==> src/rtl/whack_scorer.sv <==
// Whack-a-mole scorer: judges debounced presses against the lit-mole mask and keeps a BCD
// score with hit streaks, a double-points bonus, and the best final score of the session.
module whack_scorer #(
  parameter int unsigned HIT_POINTS   = 1,
  parameter int unsigned MISS_PENALTY = 1,
  parameter int unsigned BONUS_STREAK = 4
) (
  input  logic        clk_i,
  input  logic        reset_i,
  input  logic        game_active_i,
  input  logic [4:0]  mole_i,
  input  logic [4:0]  whack_i,
  output logic [15:0] score_o,
  output logic [15:0] best_o,
  output logic [3:0]  streak_o,
  output logic        hit_o,
  output logic        miss_o
);

  localparam logic [3:0] HitAdd   = 4'(HIT_POINTS);
  localparam logic [3:0] BonusAdd = 4'(2 * HIT_POINTS);
  localparam logic [3:0] MissSub  = 4'(MISS_PENALTY);
  localparam logic [3:0] BonusLvl = 4'(BONUS_STREAK);

  typedef enum logic [1:0] {StIdle, StPlay, StHold} state_e;

  state_e      state_q, state_d;
  logic        ga_q;
  logic [4:0]  whack_q, mole_q, armed_q, armed_d;
  logic [15:0] score_q, score_d, best_q, best_d;
  logic [3:0]  streak_q, streak_d;
  logic        hit_q, hit_d, miss_q, miss_d;

  logic        rise, fall, eval, mole_chg;
  logic [4:0]  press, armed_eff, hitbits;

  // Decimal add of a small amount; any carry out of the top digit pins the score at 9999.
  function automatic logic [15:0] bcd_add_sat(input logic [15:0] v, input logic [3:0] a);
    logic [4:0]  s, t;
    logic        c;
    logic [15:0] r;
    c = 1'b0;
    r = '0;
    for (int i = 0; i < 4; i++) begin
      s = {1'b0, v[i*4 +: 4]} + {4'd0, c};
      if (i == 0) s = s + {1'b0, a};
      t = s - 5'd10;
      if (s > 5'd9) begin
        r[i*4 +: 4] = t[3:0];
        c = 1'b1;
      end else begin
        r[i*4 +: 4] = s[3:0];
        c = 1'b0;
      end
    end
    return c ? 16'h9999 : r;
  endfunction

  // Decimal subtract; a borrow out of the top digit floors the score at 0000.
  function automatic logic [15:0] bcd_sub_floor(input logic [15:0] v, input logic [3:0] m);
    logic [4:0]  s, t;
    logic        b;
    logic [15:0] r;
    b = 1'b0;
    r = '0;
    for (int i = 0; i < 4; i++) begin
      s = {1'b0, v[i*4 +: 4]} - {4'd0, b};
      if (i == 0) s = s - {1'b0, m};
      t = s + 5'd10;
      if (s[4]) begin
        r[i*4 +: 4] = t[3:0];
        b = 1'b1;
      end else begin
        r[i*4 +: 4] = s[3:0];
        b = 1'b0;
      end
    end
    return b ? 16'h0000 : r;
  endfunction

  always_comb begin
    state_d  = state_q;
    score_d  = score_q;
    best_d   = best_q;
    streak_d = streak_q;
    hit_d    = 1'b0;
    miss_d   = 1'b0;

    rise      = game_active_i & ~ga_q;
    fall      = ~game_active_i & ga_q;
    press     = whack_i & ~whack_q;
    mole_chg  = (mole_i != mole_q);
    armed_eff = mole_chg ? mole_i : armed_q;
    hitbits   = press & mole_i & armed_eff;
    armed_d   = armed_eff;
    // Requiring ga_q as well drops presses on the game-start cycle.
    eval      = (state_q == StPlay) & game_active_i & ga_q;

    if (eval) begin
      if (|hitbits) begin
        hit_d    = 1'b1;
        armed_d  = armed_eff & ~hitbits;
        score_d  = bcd_add_sat(score_q, (streak_q >= BonusLvl) ? BonusAdd : HitAdd);
        streak_d = (streak_q == 4'hF) ? streak_q : streak_q + 4'd1;
      end else if (|(press & ~mole_i)) begin
        miss_d   = 1'b1;
        score_d  = bcd_sub_floor(score_q, MissSub);
        streak_d = '0;
      end
    end

    case (state_q)
      StIdle, StHold: begin
        if (rise) begin
          state_d  = StPlay;
          score_d  = '0;
          streak_d = '0;
        end
      end
      StPlay: begin
        if (fall) begin
          state_d = StHold;
          // BCD digits order the same as binary, so a plain compare works.
          if (score_q > best_q) best_d = score_q;
        end
      end
      default: state_d = StIdle;
    endcase
  end

  always_ff @(posedge clk_i or negedge reset_i) begin
    if (!reset_i) begin
      state_q  <= StIdle;
      ga_q     <= 1'b0;
      whack_q  <= '0;
      mole_q   <= '0;
      armed_q  <= '0;
      score_q  <= '0;
      best_q   <= '0;
      streak_q <= '0;
      hit_q    <= 1'b0;
      miss_q   <= 1'b0;
    end else begin
      state_q  <= state_d;
      ga_q     <= game_active_i;
      whack_q  <= whack_i;
      mole_q   <= mole_i;
      armed_q  <= armed_d;
      score_q  <= score_d;
      best_q   <= best_d;
      streak_q <= streak_d;
      hit_q    <= hit_d;
      miss_q   <= miss_d;
    end
  end

  assign score_o  = score_q;
  assign best_o   = best_q;
  assign streak_o = streak_q;
  assign hit_o    = hit_q;
  assign miss_o   = miss_q;

endmodule

==> config.mk <==
export PLATFORM = sky130hd
export DESIGN_NAME = whack_scorer
export DESIGN_NICKNAME = d
export VERILOG_FILES = /design/src/rtl/whack_scorer.sv
export SDC_FILE = /design/constraint.sdc
export NUM_CORES = 1
export LEC_CHECK = 0
export ABC_AREA = 1
export BUFFER_PORTS_ARGS = -buffer_cell sky130_fd_sc_hd__buf_2
export CAP_MARGIN = 20
export CORE_ASPECT_RATIO = 0.75
export CORE_UTILIZATION = 40
export CTS_BUF_LIST = sky130_fd_sc_hd__clkbuf_4 sky130_fd_sc_hd__clkbuf_8 sky130_fd_sc_hd__clkbuf_16
export DETAILED_ROUTE_END_ITERATION = 7
export GPL_TIMING_DRIVEN = 0
export SYNTH_ARGS = -nofsm -noshare
export SYNTH_HDL_FRONTEND = slang
export SYNTH_SLANG_ARGS = --single-unit
==> constraint.sdc <==
create_clock -name clk_i -period 8.35 [get_ports clk_i]
set_clock_uncertainty 0.05 [all_clocks]
set_input_delay 0 -clock clk_i [delete_from_list [all_inputs] [get_ports clk_i]]
set_output_delay 0 -clock clk_i [all_outputs]
set_load 0.01 [all_outputs]
### Word-level counts from Yosys, hierarchy flattened

Index checks and enable logic that the tools add are counted.

| storage, ports and cells | value |
|---|---|
| flip-flop bits (word level) | 56 |
| input port bits | 13 |
| output and inout bits | 38 |
| logic and storage cells | 125 |

| operators by class | value |
|---|---|
| add/sub/neg operators | 17 |
| magnitude comparators | 6 |
| equal/unequal tests | 6 |
| mux-type cells | 66 |
| bitwise gates (word level) | 14 |
| reductions and logical operators | 6 |

Operators with widths:

| kind | number |
|---|---|
| $mux W16 | 7 |
| $mux W4 | 14 |
| $mux W5 | 8 |
| $mux W1 | 33 |
| $and A5 B5 Y5 | 5 |
| $gt A5 B4 Y1 const B | 4 |
| $add A4 B4 Y4 const B | 4 |
| $gt A16 B16 Y1 | 1 |
| $sub A4 B4 Y4 const B | 4 |
| $add A4 B1 Y5 | 3 |
| $not A5 Y5 | 3 |
| $sub A4 B1 Y5 | 3 |
| $reduce_or A5 Y1 | 2 |
| $mux W2 | 3 |
| $add A4 B2 Y5 | 1 |
| $ne A5 B5 Y1 | 1 |
| $sub A4 B1 Y5 const B | 1 |
| $add A4 B1 Y4 const B | 1 |
| $and A1 B1 Y1 | 4 |
| $eq A4 B4 Y1 const B | 1 |
| $ge A4 B3 Y1 const B | 1 |
| $ne A2 B2 Y1 const B | 2 |
| $pmux W2 S2 | 1 |
| $reduce_and A3 Y1 | 1 |
| other kinds (6) | 7 |

### Longest topological paths before layout

| depth | value |
|---|---|
| word-level depth | 32 |
| gate-level depth with buffers | 34 |
| mapped depth without buffers | 33 |

### Least setup slack after synthesis

OpenSTA, ideal clock, no wires.

| timing | value |
|---|---|
| path type | flip-flop to flip-flop |
| start point | register score_q[1] (netlist: score_o[1]) |
| end point | register score_q[9] (netlist: score_o[9]) |
| library setup time | 0.063 ns |
| arrival | 4.701 ns |
| required time | 8.237 ns |
| slack | 3.536 ns |
| stages on the path, launching flop included | 32 |
| path buffers | 2 |
| clock period less this slack | 4.814 ns |
| path through | dfrtp_1 > clkbuf_1 > inv_1 > xor2_1 > ha_1 > inv_1 > nand3_1 > nand2_1 > nand2_1 > ha_1 > ha_1 > xor2_1 > o21ai_0 > nand2_1 > ha_1 > ha_1 > xnor2_1 > nand2_1 > nand2_1 > nand2_1 > ha_1 > ha_1 > xnor2_1 > nand3_1 > nand2_1 > buf_2 > o21ai_0 > a21oi_1 > nand3_1 > nand3_1 > nand2_1 > inv_1 |

| on the way | value |
|---|---|
| cells in the longest elaborated chain, start to end | 29 |
| elaborated cells on any way between the ends | 56 |
| those cells by class | add/sub (10); order compare (4); mux (42) |

RTL lines:

| element | RTL line | text |
|---|---|---|
| start: declaration | 30 | `logic [15:0] score_q, score_d, best_q, best_d;` |
| start signal: assignment | 149 | `score_q <= score_d;` |
| parallel branches: the longest is 25 deep, another holds $add A4 B2 Y5 | n/a |  |
| $mux W16 * | 100 | `if (\|hitbits) begin` |
| $mux W16 * | 99 | `if (eval) begin` |
| $mux W16 | 114 | `if (rise) begin` |
| $mux W16 * | 112 | `case (state_q)` |
| net score_d[9] | 30 |  |

Mark *: on every way through the listed nets, which the timed path passes. The select of a mux whose other input is x is not followed.
A chain may end at the register's enable or synchronous reset.

### Worst setup path in the final report

| timing | value |
|---|---|
| start point | register score_q[1] (netlist: score_o[1]) |
| end point | register score_q[0] (netlist: score_o[0]) |

Same word-level chain as after synthesis.

==> metrics.txt <==
Synth-to-Final Area Change 16.61%; syn avg cell area 7.049 um^2; largest family of logic cells by synthesized area simple AND/OR/NAND/NOR gates; xor/xnor cell area share of the yosys netlist 3.281%; startpoint types flop; FILL cells 1059; Setup violations, final 0; number of I/O pins 51; Power Density 341.5 nW/um^2; R2R depth 28; clk sinks 56; width of the die 121.3 um; Lkg Pwr 2.723 nW; n_diodes 0; Total Wirelength 11630 um; fin util 48.22%; vias in the first global route 3955; Crit. End Element flop; Worst EP required 8.46 ns; CTS buffer count 5; Seq pwr share 23.6%; Post-Synth Simple-Gate Area 31.02%; adder-cell share of the synthesized area 10.84%; Yosys cell types 33; sw frac 48.88%; Finished Layout Cells 813; crit path DAT 5.79 ns; Clk Latency, worst-skew pair 0.30 ns; post-synthesis compound-gate area fraction 10.78%; DRT Pass-1 Iters 5; count of input and output buffers 50; P_sw 0.8314 mW; Int Pwr 0.8695 mW; reg-to-reg critical path endpoint score_o[0]; peak supply drop 0.1736 mV; Tcrit/Tclk final 67.98%; mux cell area share after synthesis 0.2343%; Detail Placement HPWL 8746 um; post_cts resized 0; Final Hold Viols 0; fin. max-slew vios 0; placed instance count 793; RSZ-0062 raised after global routing no; Post-layout nets 726; row count 32; Clock Tree Buf Depth 2; R2R Setup Slk 2.67 ns; max-cap viol count 0; combinational share of power 63.5%; status completed; relative slew slack 52.90%; crit path from score_o[1]; DR iter-0 viols 233; Highest Clock Rate 0.1762 GHz; #FFs+latches synth 56; yosys warns 0; pin count of the biggest net entering global routing 30; ANT nets after route 0; CP peak stage delay 0.38 ns; first-pass GRT wire length 19510 um; Mapped Nets 656; final setup TNS 0 ns; Worst Tran Pin Value 0.7064 ns; CP Class reg -> reg; Post-Syn Area 4272 um^2; fin crit period 5.677 ns; GPL Wtd Cong 0.8577; H-tree Lvls 2; register area share after synthesis 32.81%; CP endpoint score_o[0]; critical-path cell with the highest stage delay dfrtp_1; initial antenna violation count 0; worst hold path type in -> async; CP Max Fanout 10; CTS tree done; worst hold slack 0.2352 ns; area of the core 10330 um^2; Vias/cell 5.145; clock-pin slew on the worst setup and hold paths 0.07 ns; gr ovfl total 0; GRT Util Overall 22.44%; die height 91.50 um; Via Count 4183; # DRC 0; die area 11100 um^2; clk root buf clkbuf_16; Routed wire per std cell 14.31 um; Clock Power Share 12.9%; Mapped Cells 606; layout cells sized above 1 13.15%; Initial Util 41.35%; r2r startpoint score_o[1]
## worst max-delay path, delay by kind of cell, from the launching register on
kind / cells / cell delay, ns
buffers and inverters: 4 / 0.83
AO/OA/AOI/OAI: 4 / 0.74
XOR/XNOR: 3 / 0.64
AND/OR/NAND/NOR: 10 / 1.03
adder cells (fa/ha/maj): 7 / 1.85
flip-flops: 1 / 0.38
## power groups by stage
stage / combinational (mW) / sequential [mW] / clock (mW)
5_1_grt: 1.24 / 0.413 / 0.238
2_1_floorplan: 0.760 / 0.412 / 0
6_report: 1.08 / 0.401 / 0.220
3_3_place_gp: 1.02 / 0.404 / 0
3_5_place_dp: 1.06 / 0.405 / 0
4_1_cts: 1.08 / 0.401 / 0.227
## per-stage QoR
| step | power (mW) | worst slack [ns] | area, um^2 |
|---|---|---|---|
| 2_1_floorplan | 1.172 | 3.536 | 4272 |
| 6_report | 1.701 | 2.673 | 4981 |
| 3_3_place_gp | 1.426 | 2.839 | 4692 |
| 3_5_place_dp | 1.470 | 2.745 | 4712 |
| 5_1_grt | 1.889 | 2.151 | 4981 |
| 4_1_cts | 1.703 | 2.693 | 4981 |
## layout make-up
type	count	area, um^2	share of cell area [%]
tap	136	170.2	3.416
clock inverter	2	10.01	0.2010
buffer	19	117.6	2.361
inverter	94	354.1	7.109
timing repair buffer	63	390.4	7.837
multi-input combinational	437	2399	48.15
clock buffer	6	138.9	2.788
sequential	56	1401	28.13
## cells in the mapped netlist
master    count  area share (%)
buf_2         7            0.82
dfrtp_1      56              33
nand3b_1      2            0.35
nand2_2       6            0.88
clkinv_2      1            0.12
buf_6         3            0.79
o21ai_0      43             5.0
buf_4         1            0.18
ha_1         37              11
a21oi_1      33             3.9
buf_1         1           0.088
nand2_1     138              12
inv_1        89             7.8
nand3_4       1            0.41
o21ai_1       1            0.12
nand2_4       2            0.53
nand4_1      17             2.5
xnor2_1       5             1.0
mux2i_1       1            0.23
o211ai_1      1            0.18
nand3_1      62             7.3
nor2_2        1            0.15
inv_2         4            0.35
nor2_8        1            0.47
nor2_1       61             5.4
clkbuf_1      6            0.53
nor2_4        2            0.53
xor2_1       11             2.3
o21bai_1      9             1.6
nor3_1        1            0.12
buf_8         1            0.35
nor4b_1       1            0.21
and2_1        1            0.15
## timing repair
item	4_1_cts	5_1_grt
setup buffers	0	0
endpoints found under the hold margin	43	0
hold buffers	12	0
## layer usage
| layer | global-route usage [%] | wire length [um] |
|---|---|---|
| met4 | 4.938 | 65 |
| met2 | 34.33 | 5203 |
| met3 | 3.015 | 758 |
| met5 | 0 | 0 |
| met1 | 33.19 | 5602 |
## kinds of logic (layout without fill, tap and decap cells)
family                   Yosys count  in the layout
AND/OR/NAND/NOR                  296            296
buffers and inverters            113            184
XOR/XNOR                          16             16
adder cells (fa/ha/maj)           37             37
AO/OA/AOI/OAI                     87             87
flip-flops                        56             56
multiplexers                       1              1
## how the worst min path moves through the flow
stage	from	endpoint	slack, ns	depth (start not counted)
2_1_floorplan	reset_i	armed_q[0]	-0.35	0
3_3_place_gp	whack_i[3]	whack_q[3]	0.07	1
3_5_place_dp	reset_i	best_o[15]	0.05	1
4_1_cts	reset_i	best_o[15]	0.27	2
5_1_grt	reset_i	best_o[15]	0.30	2
6_report	reset_i	best_o[15]	0.24	2
## sequential cells by signal (all words and copies together), names as in the netlist
name / count
streak_o: 4
miss_o: 1
best_o: 16
score_o: 16
ga_q: 1
mole_q: 5
hit_o: 1
whack_q: 5
armed_q: 5
state_q: 2
## cells in the final DEF (no fill, tap or decap), types with 17 or more instances in the layout
master,count
nand2_1,138
inv_1,89
nand3_1,62
nor2_1,61
buf_2,57
dfrtp_1,56
o21ai_0,43
ha_1,37
a21oi_1,33
nand4_1,17
Power figures use the tool's default switching activity.
